$ cat config.mk
export PLATFORM = sky130hd
export DESIGN_NAME = exu_branch_unit
export DESIGN_NICKNAME = d
export VERILOG_FILES = /design/src/rtl/exu_branch_unit.sv
export SDC_FILE = /design/constraint.sdc
export NUM_CORES = 1
export LEC_CHECK = 0
export CAP_MARGIN = 30
export CELL_PAD_IN_SITES_DETAIL_PLACEMENT = 1
export CELL_PAD_IN_SITES_GLOBAL_PLACEMENT = 2
export CORE_UTILIZATION = 28
export CTS_BUF_LIST = sky130_fd_sc_hd__clkbuf_4 sky130_fd_sc_hd__clkbuf_8 sky130_fd_sc_hd__clkbuf_16
export CTS_CLUSTER_SIZE = 14
export DETAILED_ROUTE_END_ITERATION = 8
export GPL_TIMING_DRIVEN = 0
export PLACE_DENSITY_LB_ADDON = 0.1
export SYNTH_ARGS = -nofsm -noshare
export SYNTH_HDL_FRONTEND = slang
export SYNTH_SLANG_ARGS = --single-unit
$ cat constraint.sdc
create_clock -name hclk -period 4.9 [get_ports hclk]
set_input_delay 0.49 -clock hclk [delete_from_list [all_inputs] [get_ports hclk]]
set_output_delay 0.49 -clock hclk [all_outputs]
set_load 0.005 [all_outputs]
$ cat src/rtl/exu_branch_unit.sv
// exu_branch_unit: multi-cycle branch/JAL/JALR execution unit with its own regfile read sequencing and link writeback.
// Define EXU_BRANCH_MISALIGN_EXC_EN to add exc_misalign, which suppresses redirects to misaligned targets.
module exu_branch_unit #(
  parameter int XLEN = 32,
  parameter int PC_OFFSET = 8,
  parameter int RD_LAT = 1,
  parameter int HOLD_CYCLES = 2,
  localparam int D = PC_OFFSET / 4,
  localparam int FW = $clog2(D + 1)
) (
  input  logic            hclk,
  input  logic            hrst,
  input  logic            start,
  input  logic [2:0]      dec_funct3,
  input  logic            dec_branch,
  input  logic            dec_jal,
  input  logic            dec_jalr,
  input  logic [12:0]     dec_imm_b,
  input  logic [20:0]     dec_imm_j,
  input  logic [11:0]     dec_imm_i,
  input  logic [4:0]      dec_rs1,
  input  logic [4:0]      dec_rs2,
  input  logic [4:0]      dec_rd,
  input  logic [XLEN-1:0] pc,
  output logic [4:0]      reg_raddr_1,
  output logic [4:0]      reg_raddr_2,
  output logic            reg_ren_1,
  output logic            reg_ren_2,
  input  logic [XLEN-1:0] reg_rdata_1,
  input  logic [XLEN-1:0] reg_rdata_2,
  output logic [4:0]      reg_waddr,
  output logic            reg_wen,
  output logic [XLEN-1:0] reg_wdata,
  output logic            pc_write,
  output logic [XLEN-1:0] pc_wdata,
  output logic [FW-1:0]   flush,
  output logic            busy,
  output logic            done
`ifdef EXU_BRANCH_MISALIGN_EXC_EN
  ,
  output logic            exc_misalign
`endif
);
  typedef enum logic [2:0] {IDLE, READ, WAIT, EVAL, RESP} state_t;
  localparam int CMAX = RD_LAT > HOLD_CYCLES ? RD_LAT : HOLD_CYCLES;
  localparam int CW = $clog2(CMAX + 1);
  state_t state_q, state_d;
  logic [CW-1:0] cnt_q, cnt_d;
  logic [XLEN-1:0] pc_s_q, pc_s_d, op1_q, op1_d, op2_q, op2_d;
  logic [XLEN-1:0] pc_wdata_q, pc_wdata_d, reg_wdata_q, reg_wdata_d;
  logic [FW-1:0] flush_q, flush_d;
  logic [4:0] reg_waddr_q, reg_waddr_d;
  logic pc_write_q, pc_write_d, reg_wen_q, reg_wen_d, exc_q, exc_d;
  logic [XLEN-1:0] target, delta;
  logic eq, lt, ltu, cmp, taken, near, mis, link, redirect;
  always_comb begin
    eq = op1_q == op2_q;
    lt = $signed(op1_q) < $signed(op2_q);
    ltu = op1_q < op2_q;
    cmp = dec_funct3[2:1] == 2'b00 ? eq : dec_funct3[1] ? ltu : lt;
    taken = dec_jal | dec_jalr | (dec_branch & dec_funct3[2:1] != 2'b01 & (cmp ^ dec_funct3[0]));
    target = dec_jal ? pc_s_q + {{(XLEN-21){dec_imm_j[20]}}, dec_imm_j}
           : dec_jalr ? (op1_q + {{(XLEN-12){dec_imm_i[11]}}, dec_imm_i}) & ~XLEN'(1)
           : pc_s_q + {{(XLEN-13){dec_imm_b[12]}}, dec_imm_b};
    delta = target - pc_s_q;
    // short forward hops land inside the already-fetched window: just kill the skipped slots
    near = delta[1:0] == 2'b00 && delta >= XLEN'(4) && delta <= XLEN'(4 * D);
`ifdef EXU_BRANCH_MISALIGN_EXC_EN
    mis = taken && target[1:0] != 2'b00;
`else
    mis = 1'b0;
`endif
    redirect = taken && !near && !mis;
    link = (dec_jal | dec_jalr) && dec_rd != 5'd0 && !mis;
    state_d = state_q;
    cnt_d = cnt_q;
    pc_s_d = pc_s_q;
    op1_d = op1_q;
    op2_d = op2_q;
    pc_write_d = pc_write_q;
    pc_wdata_d = pc_wdata_q;
    flush_d = flush_q;
    exc_d = exc_q;
    reg_wen_d = 1'b0;
    reg_waddr_d = '0;
    reg_wdata_d = '0;
    case (state_q)
      IDLE: if (start) begin
        state_d = READ;
        pc_s_d = pc - XLEN'(PC_OFFSET);
      end
      READ: begin
        state_d = WAIT;
        cnt_d = '0;
      end
      WAIT: if (cnt_q == CW'(RD_LAT - 1)) begin
        state_d = EVAL;
        cnt_d = '0;
        op1_d = reg_rdata_1;
        op2_d = reg_rdata_2;
      end else cnt_d = cnt_q + 1'b1;
      EVAL: begin
        state_d = RESP;
        pc_write_d = redirect;
        pc_wdata_d = redirect ? target : '0;
        flush_d = !taken ? '0 : near ? FW'(delta[XLEN-1:2] - 1'b1) : FW'(D);
        exc_d = mis;
        reg_wen_d = link;
        reg_waddr_d = link ? dec_rd : '0;
        reg_wdata_d = link ? pc_s_q + XLEN'(4) : '0;
      end
      RESP: if (cnt_q == CW'(HOLD_CYCLES - 1)) begin
        state_d = IDLE;
        cnt_d = '0;
        pc_write_d = 1'b0;
        pc_wdata_d = '0;
        flush_d = '0;
        exc_d = 1'b0;
      end else cnt_d = cnt_q + 1'b1;
      default: state_d = IDLE;
    endcase
  end
  always_ff @(posedge hclk) begin
    if (hrst) begin
      state_q <= IDLE;
      cnt_q <= '0;
      pc_s_q <= '0;
      op1_q <= '0;
      op2_q <= '0;
      pc_write_q <= 1'b0;
      pc_wdata_q <= '0;
      flush_q <= '0;
      exc_q <= 1'b0;
      reg_wen_q <= 1'b0;
      reg_waddr_q <= '0;
      reg_wdata_q <= '0;
    end else begin
      state_q <= state_d;
      cnt_q <= cnt_d;
      pc_s_q <= pc_s_d;
      op1_q <= op1_d;
      op2_q <= op2_d;
      pc_write_q <= pc_write_d;
      pc_wdata_q <= pc_wdata_d;
      flush_q <= flush_d;
      exc_q <= exc_d;
      reg_wen_q <= reg_wen_d;
      reg_waddr_q <= reg_waddr_d;
      reg_wdata_q <= reg_wdata_d;
    end
  end
  assign busy = state_q != IDLE;
  assign done = state_q == RESP && cnt_q == CW'(HOLD_CYCLES - 1);
  assign reg_ren_1 = state_q == READ && !dec_jal;
  assign reg_ren_2 = state_q == READ && dec_branch;
  assign reg_raddr_1 = reg_ren_1 ? dec_rs1 : '0;
  assign reg_raddr_2 = reg_ren_2 ? dec_rs2 : '0;
  assign reg_wen = reg_wen_q;
  assign reg_waddr = reg_waddr_q;
  assign reg_wdata = reg_wdata_q;
  assign pc_write = pc_write_q;
  assign pc_wdata = pc_wdata_q;
  assign flush = flush_q;
`ifdef EXU_BRANCH_MISALIGN_EXC_EN
  assign exc_misalign = exc_q;
`endif
endmodule

# After elaboration in Yosys (flattened, before gate mapping)
# Index checks and enable logic that the tools add are counted.
dict set report op_classes {
  addsub 8
  n_lt_le_gt_ge 4
  n_eq_ne 10
  mux 22
  bitwise_logic 7
  n_reduce_logical 23
}
# op n
set op_table {}
lappend op_table {{$mux 32} 4}
lappend op_table {{$add 32x32->32} 3}
lappend op_table {{$lt 32x32->1} 2}
lappend op_table {{$pmux 32 s2} 1}
lappend op_table {{$add 32x3->32 const B} 1}
lappend op_table {{$eq 32x32->1} 1}
lappend op_table {{$ge 32x3->1 const B} 1}
lappend op_table {{$le 32x4->1 const B} 1}
lappend op_table {{$sub 32x32->32} 1}
lappend op_table {{$sub 32x4->32 const B} 1}
lappend op_table {{$pmux 3 s5} 1}
lappend op_table {{$mux 2} 5}
lappend op_table {{$mux 5} 2}
lappend op_table {{$mux 3} 3}
lappend op_table {{$logic_and 1x1->1} 7}
lappend op_table {{$eq 3x2->1 const B} 2}
lappend op_table {{$logic_not 2->1} 3}
lappend op_table {{$ne 2x2->1 const B} 3}
lappend op_table {{$pmux 2 s3} 1}
lappend op_table {{$reduce_and 2->1} 3}
lappend op_table {{$reduce_bool 3->1} 2}
lappend op_table {{$reduce_bool 5->1} 1}
lappend op_table {{$pmux 2 s2} 1}
lappend op_table {{$eq 3x1->1 const B} 1}
lappend op_table {{17 further kinds} 23}
dict set report totals {
  ff_bits 174
  inputBits 166
  out_inout_bits 87
}

# Depth between registers and ports, before layout
dict set report depth {
  ltp_word 11
  ltp_mapped 25
  depth_no_buf 23
}

# Worst setup path before layout
# OpenSTA, ideal clock, no wires.
dict set report synth_timing {
  path_kind {in2reg}
  startpoint {input dec_imm_i[5]}
  endpoint {register pc_wdata_q[10], in the netlist pc_wdata[10]}
  setup_ps 117
  arrival_time_ps 5239
  t_required_ps 4783
  path_slack_ps -456
  stages 24
  n_path_buf 3
  path_cell_list {ha_1 > clkbuf_1 > a211o_1 > o2bb2ai_1 > a211oi_1 > a2111oi_0 > o31ai_1 > xor2_1 > nand2_1 > o211ai_1 > a21boi_0 > ha_1 > clkbuf_1 > nand2_1 > nor2_1 > nand3_1 > a21oi_1 > o21ai_1 > o211ai_1 > mux2_2 > nor4_1 > o2111ai_1 > buf_2 > a32o_1}
}
dict set report synth_between {
  elab_chain_len 11
  word_cells_on_any_way 12
  cone_classes {2 x add/sub; 2 x order compare; 4 x mux; 4 x reduce/logical}
}
# element line_no
set synth_rtl {}
lappend synth_rtl {{start: declaration} 20} ;# input logic [11:0] dec_imm_i,
lappend synth_rtl {{$add 32x32->32 (*)} 63} ;# : dec_jalr ? (op1_q + {{(XLEN-12){dec_imm_i[11]}}, dec_imm_i}) & ~XLEN'(1)
lappend synth_rtl {{$mux 32 (*)} 63}
lappend synth_rtl {{$mux 32 (*)} 62} ;# target = dec_jal ? pc_s_q + {{(XLEN-21){dec_imm_j[20]}}, dec_imm_j}
lappend synth_rtl {{$sub 32x32->32} 65} ;# delta = target - pc_s_q;
lappend synth_rtl {{$ge 32x3->1} 67} ;# near = delta[1:0] == 2'b00 && delta >= XLEN'(4) && delta <= XLEN'(4 * D);
lappend synth_rtl {{$logic_and 1x1->1 (2 in a row)} 67}
lappend synth_rtl {{$logic_not 1->1} 73} ;# redirect = taken && !near && !mis;
lappend synth_rtl {{$logic_and 1x1->1} 73}
lappend synth_rtl {{$mux 32 (*)} 105} ;# pc_wdata_d = redirect ? target : '0;
lappend synth_rtl {{$pmux 32 s2 (*)} 87} ;# case (state_q)
lappend synth_rtl {{end signal: assignment} 144} ;# pc_wdata_q <= pc_wdata_d;
lappend synth_rtl {{end: declaration} 50} ;# logic [XLEN-1:0] pc_wdata_q, pc_wdata_d, reg_wdata_q, reg_wdata_d;
# Mark *: on every way between the ends. The rest lies on a longest branch, timed or not.
# A chain may end at the register's enable or synchronous reset.

# Worst setup path in the final report
dict set report layout_timing {
  startpoint {input dec_imm_j[11]}
  endpoint {register pc_wdata_q[26], in the netlist pc_wdata[26]}
}
dict set report layout_between {
  elab_chain_len 10
  word_cells_on_any_way 11
  cone_classes {2 x add/sub; 2 x order compare; 3 x mux; 4 x reduce/logical}
}
# element line_no
set layout_rtl {}
lappend layout_rtl {{start: declaration} 19} ;# input logic [20:0] dec_imm_j,
lappend layout_rtl {{$add 32x32->32 (*)} 62}
lappend layout_rtl {{$mux 32 (*)} 62}
lappend layout_rtl {{$sub 32x32->32} 65}
lappend layout_rtl {{$ge 32x3->1} 67}
lappend layout_rtl {{$logic_and 1x1->1 (2 in a row)} 67}
lappend layout_rtl {{$logic_not 1->1} 73}
lappend layout_rtl {{$logic_and 1x1->1} 73}
lappend layout_rtl {{$mux 32 (*)} 105}
lappend layout_rtl {{$pmux 32 s2 (*)} 87}
# Marks and branches as above.

==> qor.csv <==
stage;metric;value;unit
routing;vias;15200;
timing;fin_crit_sh;1.14;
critical_path;worstSetupPathType;primary input to flop;
synth;syn-num-nets;2227;
routing;viasPerCell;5.20;
die;die_area;53000;sq um
critical_path;critPathMaxFanout;7;
clock_network;insertion_delay;0.50;ns
power_and_ir_drop;p_int;0.00418;W
synth;synthesis.area;14600;sq um
synth;synth_edf_count;0;
global_routing;grt_pass1_vias;16000;
critical_path;cp_data_arrival_time;5.94;ns
clock_network;cts_made_buffers;17;
min_path;worstHoldPathType;flop to flop;
clock_network;cts.reportedPaths.clkPinSlew;0.07;ns
critical_path;cp-start-kind;primary input;
synth;yosysWarningCount;0;
timing;fin_ws;-0.667;ns
die;die_x;230;um
critical_path;path_common_cell;buf_4;
power_and_ir_drop;pwr-share-seq;0.225;
timing;setup_tns;-21.53;ns
clock_network;htree_levels;4;
critical_path;crit_slowest_cell;clkdlybuf4s50_1;
synth;yosysTopAreaCell;dfxtp_1;
routing;wl;61200;um
timing;max_slew_margin;0.307;
synth;ys_types;82;
die;start_util;0.284;
timing;final.setup_skew;0.0183;ns
timing;worst_pin_slew;1.03;ns
timing;slew_violations;0;
clock_network;cts_hold_buffers;0;
power_and_ir_drop;clockPowerShare;0.183;
cells_and_area;layout_common_cells;236 x clkdlybuf4s50_1, 233 x nand2_1, 164 x a21oi_1, 159 x dfxtp_1, 151 x nor2_1;
cells_and_area;antennaDiodeCount;0;
timing;setup_viol;35;
die;rows;83;
power_and_ir_drop;ir_drop;298;uV
outcome;violations;negative setup slack;
timing;fmax;180;MHz
cells_and_area;layout_commonest_cell;clkdlybuf4s50_1;
cells_and_area;area_growth;39.7;%
critical_path;end_kind;flop;
power_and_ir_drop;powerDensity;374;nW/um^2
clock_network;cts_root_buf;clkbuf_16;
synth;synth_flop_cell;dfxtp_1;
die;ios;253;
synth;synthArstFlopShare;0;
synth;synth_seq_cells;174;
run;drv_cap;0;
timing;fin_crit;5.57;ns
global_routing;grt_max_degree;22;
synth;syn_inst;1894;
clock_network;cts.sinks;174;
routing;dr.first_iter.drc_count;571;
global_routing;grt_pass1_wl;92500;um
synth;ys_seq_area_frac;0.239;
critical_path;critical_path.max_stage_delay;0.48;ns
routing;wl_met3;1340;um
place;place_congestion;0.908;
timing;rsz0062_at_grt;yes;
synth;synth_area_per_cell;7.70;sq um
synth;synth.top_cells.by_area;dfxtp_1 24%, ha_1 14%, a21oi_1 6.4%, nand2_1 6.0%, xnor2_1 5.8%;
outcome;status;finished, violations left;
place;dp.final_hpwl;50500;um
synth;yosysTopAreaCellShare;0.239;
global_routing;antenna_found_initial;0;
timing;finalHoldViolations;0;
global_routing;grt_util_all_layers;0.230;
routing;routedWlPerCell;20.9;um
power_and_ir_drop;p_leak;7.84;nW
cells_and_area;drive_gt1_frac;0.137;
critical_path;critPathRequiredTime;5.28;ns
routing;highest_layer;met4;
routing;firstDrtPassIters;5;
routing;wl_met1;27300;um
routing;drc;0;
routing;met2WireLength;31200;um
power_and_ir_drop;switchingPower;0.00345;W
power_and_ir_drop;switching_share;0.452;
clock_network;clockBufferDepth;2;
clock_network;cts_tree;yes;
routing;ant_nets;0;
cells_and_area;nNetsFinal;2564;
global_routing;overflow;0;
power_and_ir_drop;power_frac_comb;0.591;
die;coreArea;51400;sq um
cells_and_area;utilization;0.396;
die;dieHeight;230;um
place;io_buffers;250;
critical_path;reg2reg_slack;-0.65;ns
what timing repair did:
action                     in CTS  in global routing
resized for setup             157                 71
setup endpoints to repair      35                 35
setup buffers                  43                 20
gates cloned                    3                  0
pin swaps                      61                 51
cells by family after synthesis:
family | share of synthesized area
flip-flops | 0.239
adder cells (fa/ha/maj) | 0.146
AO/OA/AOI/OAI | 0.277
AND/OR/NAND/NOR | 0.201
XOR/XNOR | 0.0817
buffers and inverters | 0.0476
multiplexers | 0.00721
critical path, delay by kind of cell:
kind                       cells  cell delay (ns)
AOI/OAI and AO/OA             12             2.24
buffers and inverters          5             1.14
adders and majority gates      2             0.74
and+or+nand+nor                6             1.12
xor gates and xnor gates       1             0.19
final timing paths:
kind / startpoint / to / depth (start not counted)
worst min-delay path: op2_q[12] / op2_q[12] / 2
worst max register to register: pc_s_q[0] / pc_wdata[26] / 26
worst max-delay path: dec_imm_j[11] / pc_wdata[26] / 26
worst min register to register: op2_q[12] / op2_q[12] / 2
final cells by class:
class	count	area, sq um
Multi-Input combinational cell	1544	11600
Clock inverter	13	123
Clock buffer	19	447
Timing Repair Buffer	321	3070
Buffer	66	344
Tap cell	680	851
Sequential cell	174	3520
Fill cell	6141	31000
Inverter	107	405
per-stage QoR:
step	hold slack (ns)	cells	setup WS, ns	instance area, sq um	total power [W]
detailed placement	0.449	2829	-3.37	18300	0.00561
floorplan	0.436	1894	-0.00788	14900	0.00436
global placement	0.446	2824	-3.34	18300	0.00556
finish	0.457	2924	-0.667	20400	0.00762
global route	0.482	2924	-0.846	20400	0.00815
CTS	0.459	2904	-0.752	19900	0.00743
flip-flops by register name, summed over array words and instances, names as in the netlist:
| name | cells |
|---|---|
| cnt_q | 2 |
| flush | 2 |
| op1_q | 32 |
| op2_q | 32 |
| pc_s_q | 32 |
| pc_wdata | 32 |
| pc_write | 1 |
| reg_waddr | 5 |
| reg_wdata | 32 |
| reg_wen | 1 |
| state_q | 3 |
cell usage after synthesis (5+ instances only):
master and number:
a2111oi_0 8, a211o_1 8, a211oi_1 52, a21boi_0 6
a21o_1 64, a21oi_1 186, a221o_1 6, a311oi_1 11
a31oi_1 18, a32o_1 32, and2_1 24, and3_1 22
and4_1 8, buf_1 5, clkbuf_1 57, dfxtp_1 174
ha_1 163, inv_1 107, mux2i_1 6, nand2_1 235
nand2b_1 20, nand3_1 34, nand4_1 19, nor2_1 152
nor2b_1 11, nor3_1 39, nor4_1 18, o2111ai_1 5
o211ai_1 13, o21a_1 16, o21ai_0 91, o21bai_1 15
o2bb2ai_1 5, o31ai_1 9, or2_2 5, or3_1 21
or4_1 7, xnor2_1 97, xor2_1 39
routing by layer:
layer | global-route usage | up-vias
li1 | - | 7581
met1 | 0.273 | 7358
met2 | 0.419 | 202
met3 | 0.0314 | 64
met4 | 0.0768 | 0
met5 | 0 | -
power by group through the flow:
stage / clock network [W] / registers, W / logic, W
3_3_place_gp: 0 / 0.00174 / 0.00382
6_report: 0.00140 / 0.00172 / 0.00451
2_1_floorplan: 0 / 0.00167 / 0.00268
5_1_grt: 0.00150 / 0.00174 / 0.00491
3_5_place_dp: 0 / 0.00174 / 0.00387
4_1_cts: 0.00144 / 0.00172 / 0.00427
Power figures use the tool's default switching activity.
